<file path="config.mk">
export PLATFORM = sky130hd
export DESIGN_NAME = vic_prio
export DESIGN_NICKNAME = d
export VERILOG_FILES = /design/src/rtl/vic_pkg.sv /design/src/rtl/vic_prio_arbiter.sv /design/src/rtl/vic_prio.sv
export SDC_FILE = /design/constraint.sdc
export NUM_CORES = 1
export LEC_CHECK = 0
export CORE_AREA = 4 4 112 114
export CTS_CLUSTER_SIZE = 25
export DETAILED_ROUTE_END_ITERATION = 8
export DIE_AREA = 0 0 116 118
export SYNTH_ARGS = -nofsm -noshare
export SYNTH_HDL_FRONTEND = slang
export SYNTH_SLANG_ARGS = --single-unit
</file>
<file path="constraint.sdc">
create_clock -name i_clk -period 24.5 [get_ports i_clk]
set_clock_uncertainty 0.15 [all_clocks]
set_input_delay 6.125 -clock i_clk [delete_from_list [all_inputs] [get_ports i_clk]]
set_output_delay 6.125 -clock i_clk [all_outputs]
set_load 0.01 [all_outputs]
</file>
<file path="src/rtl/vic_pkg.sv">
// Shared definitions for the vectored interrupt controller.
// Register word offsets, STATUS field positions, vector defaults.
package vic_pkg;

  localparam logic [3:0] W_PEND = 4'd0;
  localparam logic [3:0] W_EDGE = 4'd1;
  localparam logic [3:0] W_MASK = 4'd2;
  localparam logic [3:0] W_STAT = 4'd3;
  localparam logic [3:0] W_PRIO = 4'd4;

  localparam int ST_DEPTH = 12;
  localparam int ST_LEVEL = 8;
  localparam int ST_ID    = 0;

  localparam logic [15:0] VEC_BASE_DEF   = 16'h0020;
  localparam logic [15:0] VEC_STRIDE_DEF = 16'h0020;

  typedef enum logic {
    S_IDLE,
    S_TAKE
  } take_st_t;

endpackage

</file>
<file path="src/rtl/vic_prio_arbiter.sv">
// Priority arbiter: picks the highest-level candidate, lowest id on ties.
// Ports: cand, prio (packed fields) in; valid, id, level out.
module vic_prio_arbiter
  import vic_pkg::*;
#(
  parameter int N_SRC  = 8,
  parameter int PRIO_W = 2
) (
  input  logic [N_SRC-1:0]        cand,
  input  logic [N_SRC*PRIO_W-1:0] prio,
  output logic                    valid,
  output logic [3:0]              id,
  output logic [PRIO_W:0]         level
);

  logic [PRIO_W:0] lv;

  // Scan downward with >= so equal levels resolve to the lower id.
  always_comb begin
    valid = 1'b0;
    id    = '0;
    level = '0;
    lv    = '0;
    for (int i = N_SRC - 1; i >= 0; i--) begin
      lv = {1'b0, prio[i*PRIO_W +: PRIO_W]} + (PRIO_W+1)'(1);
      if (cand[i] && lv >= level) begin
        valid = 1'b1;
        id    = 4'(i);
        level = lv;
      end
    end
  end

endmodule

</file>
<file path="src/rtl/vic_prio.sv">
// Vectored interrupt controller: PEND/EDGE/MASK/STATUS/PRIO registers,
// edge detect, level save stack and one-cycle take pulse with vector.
// Ports: i_clk, i_rst (sync, high), MMIO i_sel/i_we/i_re/i_addr/i_wdata,
// o_rdata/o_rdy, i_src, CPU i_in_irq/i_int_en/i_irq_ret,
// o_irq_take, o_irq_vector, o_cur_level.
// Macro VIC_NESTING_EN enables priority-based preemption.
module vic_prio
  import vic_pkg::*;
#(
  parameter int          N_SRC      = 8,
  parameter int          PRIO_W     = 2,
  parameter int          NEST_DEPTH = 4,
  parameter logic [15:0] VEC_BASE   = VEC_BASE_DEF,
  parameter logic [15:0] VEC_STRIDE = VEC_STRIDE_DEF
) (
  input  logic              i_clk,
  input  logic              i_rst,
  input  logic              i_sel,
  input  logic              i_we,
  input  logic              i_re,
  input  logic [4:0]        i_addr,
  input  logic [15:0]       i_wdata,
  output logic [15:0]       o_rdata,
  output logic              o_rdy,
  input  logic [N_SRC-1:0]  i_src,
  input  logic              i_in_irq,
  input  logic              i_int_en,
  input  logic              i_irq_ret,
  output logic              o_irq_take,
  output logic [15:0]       o_irq_vector,
  output logic [PRIO_W:0]   o_cur_level
);

`ifdef VIC_NESTING_EN
  localparam bit NESTING = 1'b1;
`else
  localparam bit NESTING = 1'b0;
`endif
  localparam int SD = NESTING ? NEST_DEPTH : 1;
  localparam logic [3:0] SD4 = 4'(SD);
  localparam int LW  = PRIO_W + 1;
  localparam int FPW = 16 / PRIO_W;

  logic [N_SRC-1:0]        src_q, edge_r, mask_r, pend_q;
  logic [N_SRC-1:0]        pend, cand, clr, pend_d;
  logic [N_SRC*PRIO_W-1:0] prio_r;
  logic [LW-1:0]           cur_lvl;
  logic [LW-1:0]           stack [SD];
  logic [3:0]              depth;
  logic [15:0]             vec_q, vec_d;
  logic [3:0]              last_id;
  take_st_t                state_q, state_d;

  logic            win_vld;
  logic [3:0]      win_id;
  logic [LW-1:0]   win_lvl;
  logic [3:0]      wsel;
  logic            wr, gate, take_cond, pop;
  logic            unused_bits;

  assign wsel = i_addr[4:1];
  assign wr   = i_sel & i_we;
  assign unused_bits = &{1'b0, i_addr[0], i_wdata};

  // Edge sources show the latched bit, level sources follow the wire.
  assign pend = (pend_q & edge_r) | (i_src & ~edge_r);
  assign cand = pend & mask_r;

  vic_prio_arbiter #(
    .N_SRC  (N_SRC),
    .PRIO_W (PRIO_W)
  ) u_arb (
    .cand  (cand),
    .prio  (prio_r),
    .valid (win_vld),
    .id    (win_id),
    .level (win_lvl)
  );

  assign gate = NESTING ? (depth < SD4)
                        : (!i_in_irq && depth == 4'd0);

  assign take_cond = win_vld && i_int_en && !i_irq_ret
                  && state_q == S_IDLE
                  && win_lvl > cur_lvl && gate;

  assign pop   = i_irq_ret && depth != 4'd0;
  assign vec_d = VEC_BASE + 16'(win_id) * VEC_STRIDE;

  // OR-ing the new edge after the clear makes a fresh edge win.
  always_comb begin
    clr = '0;
    if (wr && wsel == W_PEND)
      clr = i_wdata[N_SRC-1:0];
    for (int i = 0; i < N_SRC; i++)
      if (take_cond && win_id == 4'(i))
        clr[i] = 1'b1;
    pend_d = ((pend_q & ~clr) | (edge_r & i_src & ~src_q)) & edge_r;
  end

  always_ff @(posedge i_clk) begin
    if (i_rst) begin
      src_q   <= '0;
      edge_r  <= '0;
      mask_r  <= '0;
      pend_q  <= '0;
      prio_r  <= '0;
      cur_lvl <= '0;
      depth   <= '0;
      vec_q   <= '0;
      last_id <= '0;
      for (int i = 0; i < SD; i++)
        stack[i] <= '0;
    end else begin
      src_q  <= i_src;
      pend_q <= pend_d;
      if (wr) begin
        case (wsel)
          W_EDGE:  edge_r <= i_wdata[N_SRC-1:0];
          W_MASK:  mask_r <= i_wdata[N_SRC-1:0];
          default: begin
            for (int k = 0; k < N_SRC; k++)
              if (int'(wsel) == int'(W_PRIO) + k / FPW)
                prio_r[k*PRIO_W +: PRIO_W] <=
                  i_wdata[PRIO_W*(k%FPW) +: PRIO_W];
          end
        endcase
      end
      if (take_cond) begin
        vec_q    <= vec_d;
        last_id  <= win_id;
        cur_lvl  <= win_lvl;
        depth    <= depth + 4'd1;
        stack[0] <= cur_lvl;
        for (int i = 1; i < SD; i++)
          stack[i] <= stack[i-1];
      end else if (pop) begin
        cur_lvl <= stack[0];
        depth   <= depth - 4'd1;
        for (int i = 0; i < SD - 1; i++)
          stack[i] <= stack[i+1];
        stack[SD-1] <= '0;
      end
    end
  end

  always_ff @(posedge i_clk) begin
    if (i_rst)
      state_q <= S_IDLE;
    else
      state_q <= state_d;
  end

  always_comb begin
    state_d = take_cond ? S_TAKE : S_IDLE;
  end

  always_comb begin
    o_irq_take = (state_q == S_TAKE);
  end

  always_comb begin
    o_rdata = '0;
    if (i_sel && i_re) begin
      case (wsel)
        W_PEND: o_rdata[N_SRC-1:0] = pend;
        W_EDGE: o_rdata[N_SRC-1:0] = edge_r;
        W_MASK: o_rdata[N_SRC-1:0] = mask_r;
        W_STAT: begin
          o_rdata[ST_DEPTH +: 4] = depth;
          o_rdata[ST_LEVEL +: LW] = cur_lvl;
          o_rdata[ST_ID +: 4]    = last_id;
        end
        default: begin
          for (int k = 0; k < N_SRC; k++)
            if (int'(wsel) == int'(W_PRIO) + k / FPW)
              o_rdata[PRIO_W*(k%FPW) +: PRIO_W] =
                prio_r[k*PRIO_W +: PRIO_W];
        end
      endcase
    end
  end

  assign o_rdy        = 1'b1;
  assign o_irq_vector = vec_q;
  assign o_cur_level  = cur_lvl;

endmodule

</file>
==> impl_results.md, run 1 <==
- Status: finished clean
- Vias/cell: 5.603
- Minimum hold slack: 328.5 ps
- Worst-Skew Late Latency: 330 ps
- DR pass1 iterations: 5
- CP required: 24570 ps
- Vias after detailed routing: 4219
- Max_cap viols: 0
- CP max stage delay: 780 ps
- R2R Setup Slk: 9300 ps
- # setup viols final: 0
- Htree depth: 3
- Number of global-route vias before repair: 4204
- Critical Path End Type: flop
- Total power divided by cell area: 53.77 nW/um2
- Cell taking the most area after synthesis: dfxtp_1
- HPWL Detailed: 9.930 mm
- Boundary Pins: 74
- WL final: 13.04 mm
- Starting Density: 39.81%
- Sequential element share of the synthesized area: 29.73%
- Worst Setup EP: depth[3]$_SDFFE_PP0P_
- Post-detailed-route wirelength per cell: 17.31 um
- Fin. max-slew vios: 0
- CP max-delay cell: a41oi_4
- Layout cells sized above 1: 6.230%
- Min cycle time layout: 21030 ps
- Post-CTS setup repair buffer count: 0
- Reg2reg path depth: 63
- Gpl congestion: 0.8808
- Post-Synthesis Cells: 558
- Slew @ Worst Pin: 917.1 ps
- Port bufs: 59
- # fillers: 1131
- Max VDD drop: 0.00002532 V
- Core area: 11420 um2
- Die boundary width: 116 um
- Worst min path class: flop to flop
- Final net count: 678
- Post-synth EDFFs: 3
- RR Endpoint: depth[3]$_SDFFE_PP0P_
- Total global-route track usage: 19.33%
- Setup tns final: 0 ps
- Final cycle utilization of the critical path: 85.82%
- Async set-reset flop share out of synthesis: 0%
- Final WS setup: 3474 ps
- Yosys cell types: 69
- Fin. Hold Viols: 0
- Ys flop type: dfxtp_1
- Rel. slew slack: 38.39%
- Leakage: 2.097 nW
- Setup crit start kind: input pin
- Fmax: 47.56 MHz
- Initial antenna violation count: 0
- CTS tree: built
- Yosys Warn Count: 0
- Clock sink count: 66
- Rows: 39
- Crit path launch: i_src[7]
- Pre-CTS setup slack: 3297 ps
- Antenna-violating nets left: 0
- Clock-pin slew on the worst setup and hold paths: 60 ps
- Largest net degree at the start of global routing: 74
- DRT iter0 DRCs: 297
- FF+latch count, synth: 66
- TritonCTS Buffers: 9
- First-pass GRT wire length: 21.32 mm
- Crit path DAT: 21090 ps
- Final Power: 293.4 uW
- Kind of critical path: input pin to flop
- Most frequent cell on the critical path: ha_1
- Clock tree root buffer cell: clkbuf_16
- Area growth syn-to-layout: 20.04%
- R2r startpoint: edge_r[7]$_SDFFE_PP0P_
- CTS resizes: 0
- DRC viols: 0
- Grt total ovfl: 0
- # diodes: 0
- Yosys top cell area share: 27.75%
- Area of the multi-input gates: 2970 um2
- Post-Syn Area per Cell: 8.146 um2
- Die area: 13690 um2
- Longest Clk Path Bufs: 2
- CP Max Fanout: 27
- Storage element area: 1351 um2
- Synth area leaders: dfxtp_1 28%, ha_1 9.6%, a21oi_1 5.4%
- Post-CTS Hold Fix Bufs: 0
- RSZ-0062 raised after global routing: no
- Mapped cell area: 4546 um2
- Die Height: 118 um
-- through the flow --
stage	std cells	util [%]	instance area [um2]
3_3_place_gp	738	45.43	5187
6_report	753	47.79	5456
4_1_cts	753	47.79	5456
3_5_place_dp	738	45.43	5187
5_1_grt	753	47.79	5456
2_1_floorplan	569	-	4587
-- synth_stat cells, drive strengths merged, types with 5 or more instances --
library cell  count
a211oi            6
a21o              7
a21oi            49
a222oi            5
a22oi             7
a31o              5
a31oi             6
and2              5
and3              5
buf              15
clkbuf           20
dfxtp            63
ha               35
inv              23
mux2              8
mux2i            23
nand2            64
nand2b           25
nand3            11
nor2             48
nor2b            17
nor3             15
o211a             6
o211ai            6
o21a              5
o21ai            25
-- cells in the final DEF, fill, tap and decap left out, types with 3 or more instances in the layout --
cell type,count
a211oi_1,5
a21o_1,7
a21oi_1,49
a222oi_1,5
a22oi_1,7
a311oi_1,3
a31o_2,3
a31oi_1,5
and2_1,4
and3_1,5
clkbuf_16,9
clkdlybuf4s50_1,58
clkinv_2,3
conb_1,13
dfxtp_1,63
edfxtp_1,3
ha_1,35
inv_1,23
mux2_2,5
mux2i_1,23
nand2_1,64
nand2b_1,25
nand3_1,10
nand4b_1,4
nor2_1,48
nor2b_1,17
nor3_1,14
o211a_1,5
o211ai_1,5
o21a_1,5
o21ai_0,23
o221ai_1,3
o311ai_0,3
o31ai_1,3
or4bb_1,3
-- area by class of cell --
type                            count  share of cell area (%)
Clock buffer                       10                   4.380
Clock inverter                      5                  0.5503
Inverter                           23                   1.582
Multi-Input combinational cell    445                   54.44
Sequential cell                    66                   24.77
Tap cell                          143                   3.279
Timing Repair Buffer               61                   11.01
-- where the power goes --
group	internal, mW	switching [mW]
Combinational	0.0242	0.0280
Sequential	0.115	0.00725
Clock	0.0703	0.0485
Total	0.210	0.0838
-- how the worst min path moves through the flow --
stage | start | end | slack [ps] | cells after the start
floorplan | prio_r[11]$_SDFFE_PP0P_ | prio_r[11]$_SDFFE_PP0P_ | 300 | 2
global placement | src_q[3]$_SDFF_PP0_ | pend_q[3]$_SDFF_PP0_ | 310 | 2
detailed placement | prio_r[11]$_SDFFE_PP0P_ | prio_r[11]$_SDFFE_PP0P_ | 320 | 2
CTS | prio_r[11]$_SDFFE_PP0P_ | prio_r[11]$_SDFFE_PP0P_ | 330 | 2
global route | prio_r[3]$_SDFFE_PP0P_ | prio_r[3]$_SDFFE_PP0P_ | 360 | 2
finish | prio_r[11]$_SDFFE_PP0P_ | prio_r[11]$_SDFFE_PP0P_ | 330 | 2
-- critical path, delay by kind of cell --
family	cells	cell delay, ps
AO/OA/AOI/OAI	32	7740
adder cells (fa/ha/maj)	9	2490
buffers and inverters	5	1090
AND/OR/NAND/NOR	14	2240
multiplexers	4	1400
-- routing by layer --
layer | up-vias | GRT usage, % | share of wire [%]
li1 | 2095 | - | -
met5 | - | 0 | 0
met4 | 0 | 5.439 | 1.5
met2 | 100 | 33.06 | 49
met1 | 2011 | 25.24 | 46
met3 | 13 | 2.416 | 3.6
-- kinds of logic after synthesis --
kind of cell,count (synthesis),synth area share [%]
flip-flops,66,29.73
other,2,0.1652
AO/OA/AOI/OAI,153,23.56
adder cells (fa/ha/maj),35,9.634
buffers and inverters,58,5.973
AND/OR/NAND/NOR,211,23.42
multiplexers,31,7.129
XOR/XNOR,2,0.3854
-- sequential cells by signal (all words and copies together), names as in the netlist --
signal,count
prio_r,16
edge_r,8
mask_r,8
pend_q,8
src_q,8
depth,4
o_irq_vector,4
last_id,3
o_cur_level,3
stack,3
o_irq_take,1
No activity file was read; power rests on OpenSTA's default activity.
==> run 2: changes to the inputs <==
Settings changed: CORE_AREA 4 4 112 114 to 4 4 115 117, DIE_AREA 0 0 116 118 to 0 0 119 121, SYNTH_HIERARCHICAL set to 1.
==> run 2 against run 1 <==
- critical endpoint unchanged
- highest routed layer unchanged
- clock power is 10% higher
- die area rose by 5.2%
- worst setup slack improved by 1500 ps
- critical path type unchanged
- largest power group is now the clock network
==> impl_results.md, run 2 <==
- Status: finished clean
- Longest Clk Path Bufs: 2 (unchanged)
- Vias after detailed routing: 4385 (+3.9%)
- Clock sink count: 68 (+3.0%)
- Worst-Skew Late Latency: 340 ps (about the same)
- Async set-reset flop share out of synthesis: 0% (unchanged)
- Most common cell after layout, fill and taps aside: nand2_1
- Cell family with most CP delay: simple AND/OR/NAND/NOR gates
- Pre-CTS setup slack: 4877 ps (+1580 ps)
- Area of the multi-input gates: 3143 um2 (+5.8%)
- CP Max Fanout: 14 (-48%)
- Boundary Pins: 74 (unchanged)
- Layout cells sized above 1: 6.508% (+0.28 points)
- Yosys top cell area share: 27.36% (-0.38 points)
- Post-CTS Hold Fix Bufs: 0 (unchanged)
- Cell taking the most area after synthesis: dfxtp_1
- CP bufs+invs: 5 (unchanged)
- Largest net degree at the start of global routing: 73 (-1.4%)
- Clock-pin slew on the worst setup and hold paths: 60 ps (about the same)
- Most frequent cell on the critical path: ha_1
- CTS resizes: 0 (unchanged)
- Starting Density: 38.47% (-1.3 points)
- Reg with most FFs: prio_r
- Yosys cell types: 71 (+2.9%)
- Final Power: 323.5 uW (+10%)
- Setup tns final: 0 ps (unchanged)
- Yosys Warn Count: 6 (+6)
- Mapped cell area: 4756 um2 (+4.6%)
- WL final: 13.51 mm (+3.6%)
- Rows: 41 (+5.1%)
- Htree depth: 3 (unchanged)
- Highest-count cells in the layout ignoring fill and taps: 72 x nand2_1, 65 x dfxtp_1, 59 x clkdlybuf4s50_1
- Worst min path class: flop to flop
- Post-route cell area: 5708 um2 (+4.6%)
- Final net count: 695 (+2.5%)
- Clock tree root buffer cell: clkbuf_16
- # setup viols final: 0 (unchanged)
- CP max-delay cell: o41ai_4
- RR Endpoint: depth[3]$_SDFFE_PP0P_
- FF+latch count, synth: 68 (+3.0%)
- Max FFs per register: 16 (unchanged)
- CP max stage delay: 560 ps (-220 ps)
- Crit path launch: i_src[7]
- # diodes: 0 (unchanged)
- Final WS setup: 5017 ps (+1543 ps)
- Final cycle utilization of the critical path: 79.52% (-6.3 points)
- Post-synth EDFFs: 3 (unchanged)
- Fin. max-slew vios: 0 (unchanged)
- Fin. Hold Viols: 0 (unchanged)
- Slew @ Worst Pin: 1128 ps (+211.3 ps)
- Die area: 14400 um2 (+5.2%)
- Total power divided by cell area: 56.68 nW/um2 (+5.4%)
- Rel. slew slack: 24.46% (-14 points)
- Cell count along the critical path: 60 (-6.3%)
- Post-Syn Area per Cell: 8.186 um2 (+0.48%)
- Post-detailed-route wirelength per cell: 16.85 um (-2.7%)
- Critical Path End Type: flop
- Vias/cell: 5.468 (-2.4%)
- First-pass GRT wire length: 21.43 mm (+0.52%)
- DRC viols: 0 (unchanged)
- TritonCTS Buffers: 9 (unchanged)
- Grt total ovfl: 0 (unchanged)
- Sequential element share of the synthesized area: 29.26% (-0.47 points)
- Max_cap viols: 0 (unchanged)
- Fmax: 51.33 MHz (+7.9%)
- Core area: 12360 um2 (+8.3%)
- Reg2reg path depth: 59 (-6.3%)
- Min cycle time layout: 19480 ps (-1543 ps)
- Total global-route track usage: 18.68% (-0.65 points)
- Port bufs: 60 (+1.7%)
- Setup crit start kind: input pin
- Post-DP Area: 5401 um2 (+4.1%)
- CP required: 24580 ps (about the same)
- Die Height: 121 um (+2.5%)
- Synth area leaders: dfxtp_1 27%, ha_1 8.7%, nand2_1 5.7%
- Area growth syn-to-layout: 20.02% (about the same)
- Kind of critical path: input pin to flop
- R2R Setup Slk: 10850 ps (+1550 ps)
- R2r startpoint: edge_r[7]$_SDFFE_PP0P_
- HPWL Detailed: 9.937 mm (about the same)
- Post-Synthesis Cells: 581 (+4.1%)
- Gpl congestion: 0.8255 (-6.3%)
- Die boundary width: 119 um (+2.6%)
- Post-CTS setup repair buffer count: 0 (unchanged)
- Number of global-route vias before repair: 4176 (-0.67%)
- DRT iter0 DRCs: 298 (+0.34%)
- Minimum hold slack: 317.3 ps (-11.23 ps)
- Storage element area: 1391 um2 (+3.0%)
- Leakage: 2.088 nW (-0.45%)
- Max VDD drop: 0.00006103 V (+140%)
- DR pass1 iterations: 7 (+2)
- Top-count cell post-synth: nand2_1
- Worst Setup EP: depth[3]$_SDFFE_PP0P_
- Antenna-violating nets left: 0 (unchanged)
- # fillers: 1188 (+5.0%)
- RSZ-0062 raised after global routing: no
- Ys flop type: dfxtp_1
- Initial antenna violation count: 0 (unchanged)
- CTS tree: built
- Top cells by count, synth: 72 x nand2_1, 65 x dfxtp_1, 43 x nor2_1
- Crit path DAT: 19560 ps (-1530 ps)
run 2: cell count changes after synthesis, sizes merged, moves of 8 or more:
| cell | before | now |
|---|---|---|
| nand3 | 11 | 21 |
| buf | 15 | 24 |
| nand2 | 64 | 72 |
| inv | 23 | 11 |
| nor2b | 17 | 30 |
| o21a | 5 | 13 |
run 2: area by class of cell:
cell class,count,area share [%]
Multi-Input combinational cell,473,55.06
Sequential cell,68,24.38
Timing Repair Buffer,62,10.70
Clock buffer,11,4.625
Tap cell,172,3.770
Clock inverter,5,0.7453
Inverter,11,0.7234
run 2: where the power goes:
part | internal [mW] | total, mW | leakage, nW | switching [mW]
sequential | 0.118 | 0.128 | 0.559 | 0.00982
clock | 0.0783 | 0.131 | 0.147 | 0.0527
combinational | 0.0292 | 0.0646 | 1.38 | 0.0354
total | 0.226 | 0.324 | 2.09 | 0.0979
run 2: layer usage:
metal | global-route usage, % | wire length, um
met5 | 0 | 0
met4 | 7.096 | 284
met3 | 4.848 | 725
met2 | 29.92 | 6277
met1 | 24.14 | 6225
run 2: worst min-delay path: stages (launching register included):
cell and delay, ps:
dfxtp_1 310, nand2_1 50, a221oi_1 60
run 2: kinds of logic (layout without fill, tap and decap cells):
kind of cell	Yosys count	in the layout	share of synthesized area (%)
AND/OR/NAND/NOR	244	244	27.62
other	3	13	0.2368
XOR/XNOR	4	4	0.7368
flip-flops	68	68	29.26
adder cells (fa/ha/maj)	34	34	8.892
buffers and inverters	50	89	5.446
multiplexers	23	23	4.920
AO/OA/AOI/OAI	155	155	22.89
run 2: per-stage QoR:
stage	utilization, %	std cells
2_1_floorplan	-	591
3_3_place_gp	43.69	786
3_5_place_dp	43.69	786
4_1_cts	46.17	802
5_1_grt	46.17	802
6_report	46.17	802
run 2: worst min path at each step:
stage	start	to	slack, ps	depth (start not counted)
final	pend_q[6]$_SDFF_PP0_	pend_q[6]$_SDFF_PP0_	320	2
after global routing	pend_q[6]$_SDFF_PP0_	pend_q[6]$_SDFF_PP0_	330	2
after CTS	pend_q[6]$_SDFF_PP0_	pend_q[6]$_SDFF_PP0_	320	2
after detailed placement	pend_q[6]$_SDFF_PP0_	pend_q[6]$_SDFF_PP0_	310	2
after global placement	pend_q[6]$_SDFF_PP0_	pend_q[6]$_SDFF_PP0_	310	2
after floorplan	prio_r[11]$_SDFFE_PP0P_	prio_r[11]$_SDFFE_PP0P_	300	2
==> run 3: changes to the inputs <==
Clock period 24.5 ns to 17.3 ns, I/O delays scaled along.
==> run 3 against run 2 <==
- core utilization grew 0.44 points
- sequential cell count unchanged
- critical path depth down 3
- sequential power grew 41%
- count of clock-buffer cells in the layout stayed put
==> impl_results.md, run 3 (same netlist as run 2, synthesis figures left out) <==
- DR pass1 iterations: 5 (-2)
- WHS Endpoint: pend_q[7]$_SDFF_PP0_
- Psw: 134.9 uW (+38%)
- Most common cell after layout, fill and taps aside: nand2_1
- Worst-Skew Late Latency: 340 ps (about the same)
- R2r startpoint: edge_r[7]$_SDFFE_PP0P_
- Grt total ovfl: 0 (unchanged)
- Highest-count cells in the layout ignoring fill and taps: 72 x nand2_1, 65 x dfxtp_1, 59 x clkdlybuf4s50_1
- Leakage: 2.123 nW (+1.7%)
- Slew @ Worst Pin: 1137 ps (+8.955 ps)
- Max VDD drop: 0.00005232 V (-14%)
- CTS tree: built
- Vias/cell: 5.442 (-0.47%)
- Largest net degree at the start of global routing: 73 (unchanged)
- Die boundary width: 119 um (unchanged)
- WL final: 13.55 mm (+0.31%)
- Setup crit start kind: input pin
- Worst min path class: flop to flop
- Area growth syn-to-layout: 21.15%
- Clock tree root buffer cell: clkbuf_16
- CP bufs+invs: 3 (-2)
- Total global-route track usage: 19.05% (+0.37 points)
- Rows: 41 (unchanged)
- Critical Path End Type: flop
- Final WS setup: 936.7 ps (-4080 ps)
- Post-CTS Hold Fix Bufs: 0 (unchanged)
- R2R Setup Slk: 4900 ps (-5950 ps)
- Fin. max-slew vios: 0 (unchanged)
- Number of global-route vias before repair: 4171 (-0.12%)
- Longest Clk Path Bufs: 2 (unchanged)
- DRT iter0 DRCs: 253 (-15%)
- Max FFs per register: 16 (unchanged)
- Die Height: 121 um (unchanged)
- Fin. Hold Viols: 0 (unchanged)
- Total power divided by cell area: 80.63 nW/um2 (+42%)
- Clock sink count: 68 (unchanged)
- First-pass GRT wire length: 21.80 mm (+1.7%)
- CP max stage delay: 530 ps (-30 ps)
- Core area: 12360 um2 (unchanged)
- CP max-delay cell: o41ai_4
- RR Endpoint: depth[3]$_SDFFE_PP0P_
- HPWL Detailed: 10.07 mm (+1.4%)
- Min cycle time layout: 16360 ps
- Crit path DAT: 16440 ps (-3120 ps)
- Starting Density: 38.47% (unchanged)
- Layout cells sized above 1: 7.547% (+1.0 points)
- CP required: 17370 ps (-7210 ps)
- # setup viols final: 0 (unchanged)
- Reg2reg path depth: 56 (-5.1%)
- Launch point of the worst hold path: pend_q[7]$_SDFF_PP0_
- Post-detailed-route wirelength per cell: 16.77 um (-0.43%)
- Cell family with most CP delay: compound AO/OA/AOI/OAI gates
- Vias after detailed routing: 4397 (+0.27%)
- TritonCTS Buffers: 9 (unchanged)
- Most frequent cell on the critical path: ha_1
- Boundary Pins: 74 (unchanged)
- RSZ-0062 raised after global routing: no
- Die area: 14400 um2 (unchanged)
- Switching Share: 29.03% (-1.2 points)
- DRC viols: 0 (unchanged)
- Final cycle utilization of the critical path: 94.59%
- Rel. slew slack: 23.86% (-0.60 points)
- Int Pwr: 329.7 uW (+46%)
- Pre-CTS setup slack: 399.3 ps (-4478 ps)
- Setup tns final: 0 ps (unchanged)
- # diodes: 0 (unchanged)
- Htree depth: 3 (unchanged)
- Status: finished clean
- Logic pwr share: 20.0% (about the same)
- Post-route cell area: 5762 um2 (+0.94%)
- Reg with most FFs: prio_r
- Kind of critical path: input pin to flop
- Clock-pin slew on the worst setup and hold paths: 60 ps (about the same)
- Post-DP Area: 5431 um2 (+0.56%)
- Max_cap viols: 0 (unchanged)
- Part of the power in registers: 38.9% (-0.6 points)
- Antenna-violating nets left: 0 (unchanged)
- Initial antenna violation count: 0 (unchanged)
- Hold path depth: 2 (unchanged)
- Gpl congestion: 0.8439 (+2.2%)
- Port bufs: 60 (unchanged)
- Final net count: 701 (+0.86%)
- CP Max Fanout: 8 (-6)
- Fmax: 61.11 MHz
- Clk pwr share: 41.1% (+0.6 points)
==> run 3: area by class of cell <==
class                      instances  area [um2]
sequential                        68        1391
multi-input combinational        473        3146
inverter                          11       41.29
timing repair buffer              68       655.6
clock buffer                      11       252.7
clock inverter                     5       60.06
fill                            1246        6601
tap                              172       215.2
==> run 3: stage by stage <==
step | instances | total power, mW | utilization (%) | hold WS [ps]
after floorplan | 591 | 0.2465 | - | 298.9
after global placement | 790 | 0.2738 | 43.93 | 306.7
after detailed placement | 790 | 0.2764 | 43.93 | 317.9
after CTS | 806 | 0.4689 | 46.46 | 325.2
after global routing | 808 | 0.4887 | 46.60 | 339.8
final | 808 | 0.4646 | 46.60 | 319.5
==> run 3: worst max-delay path by stage <==
stage | from | to | cells after the start
6_report | i_src[7] | depth[3]$_SDFFE_PP0P_ | 57
5_1_grt | i_src[7] | depth[3]$_SDFFE_PP0P_ | 58
4_1_cts | i_src[7] | depth[3]$_SDFFE_PP0P_ | 59
3_5_place_dp | i_src[7] | depth[3]$_SDFFE_PP0P_ | 59
3_3_place_gp | i_src[7] | depth[3]$_SDFFE_PP0P_ | 59
2_1_floorplan | i_src[7] | depth[3]$_SDFFE_PP0P_ | 59
==> run 3: timing repair <==
action                     CTS  global route
buffers inserted             0             2
resized for setup            0             1
hold endpoints to repair     0             0
setup endpoints to repair    0             1
==> run 3: per-layer routing <==
metal | global-route usage [%] | share of wire [%]
met1 | 25.34 | 47
met2 | 31.79 | 48
met3 | 3.963 | 5.0
met4 | 4.345 | 0.87
met5 | 0 | 0
==> run 3: tightest hold or removal path: stages, from the launching register on <==
cell and delay, ps:
dfxtp_1 300, nand2_1 50, a221oi_1 70
==> run 3: power by group through the flow <==
stage	Combinational [mW]	Sequential [mW]	Clock, mW
2_1_floorplan	0.0676	0.179	0
4_1_cts	0.0925	0.181	0.195
5_1_grt	0.102	0.182	0.204
3_5_place_dp	0.0920	0.184	0
3_3_place_gp	0.0898	0.184	0
6_report	0.0929	0.181	0.191
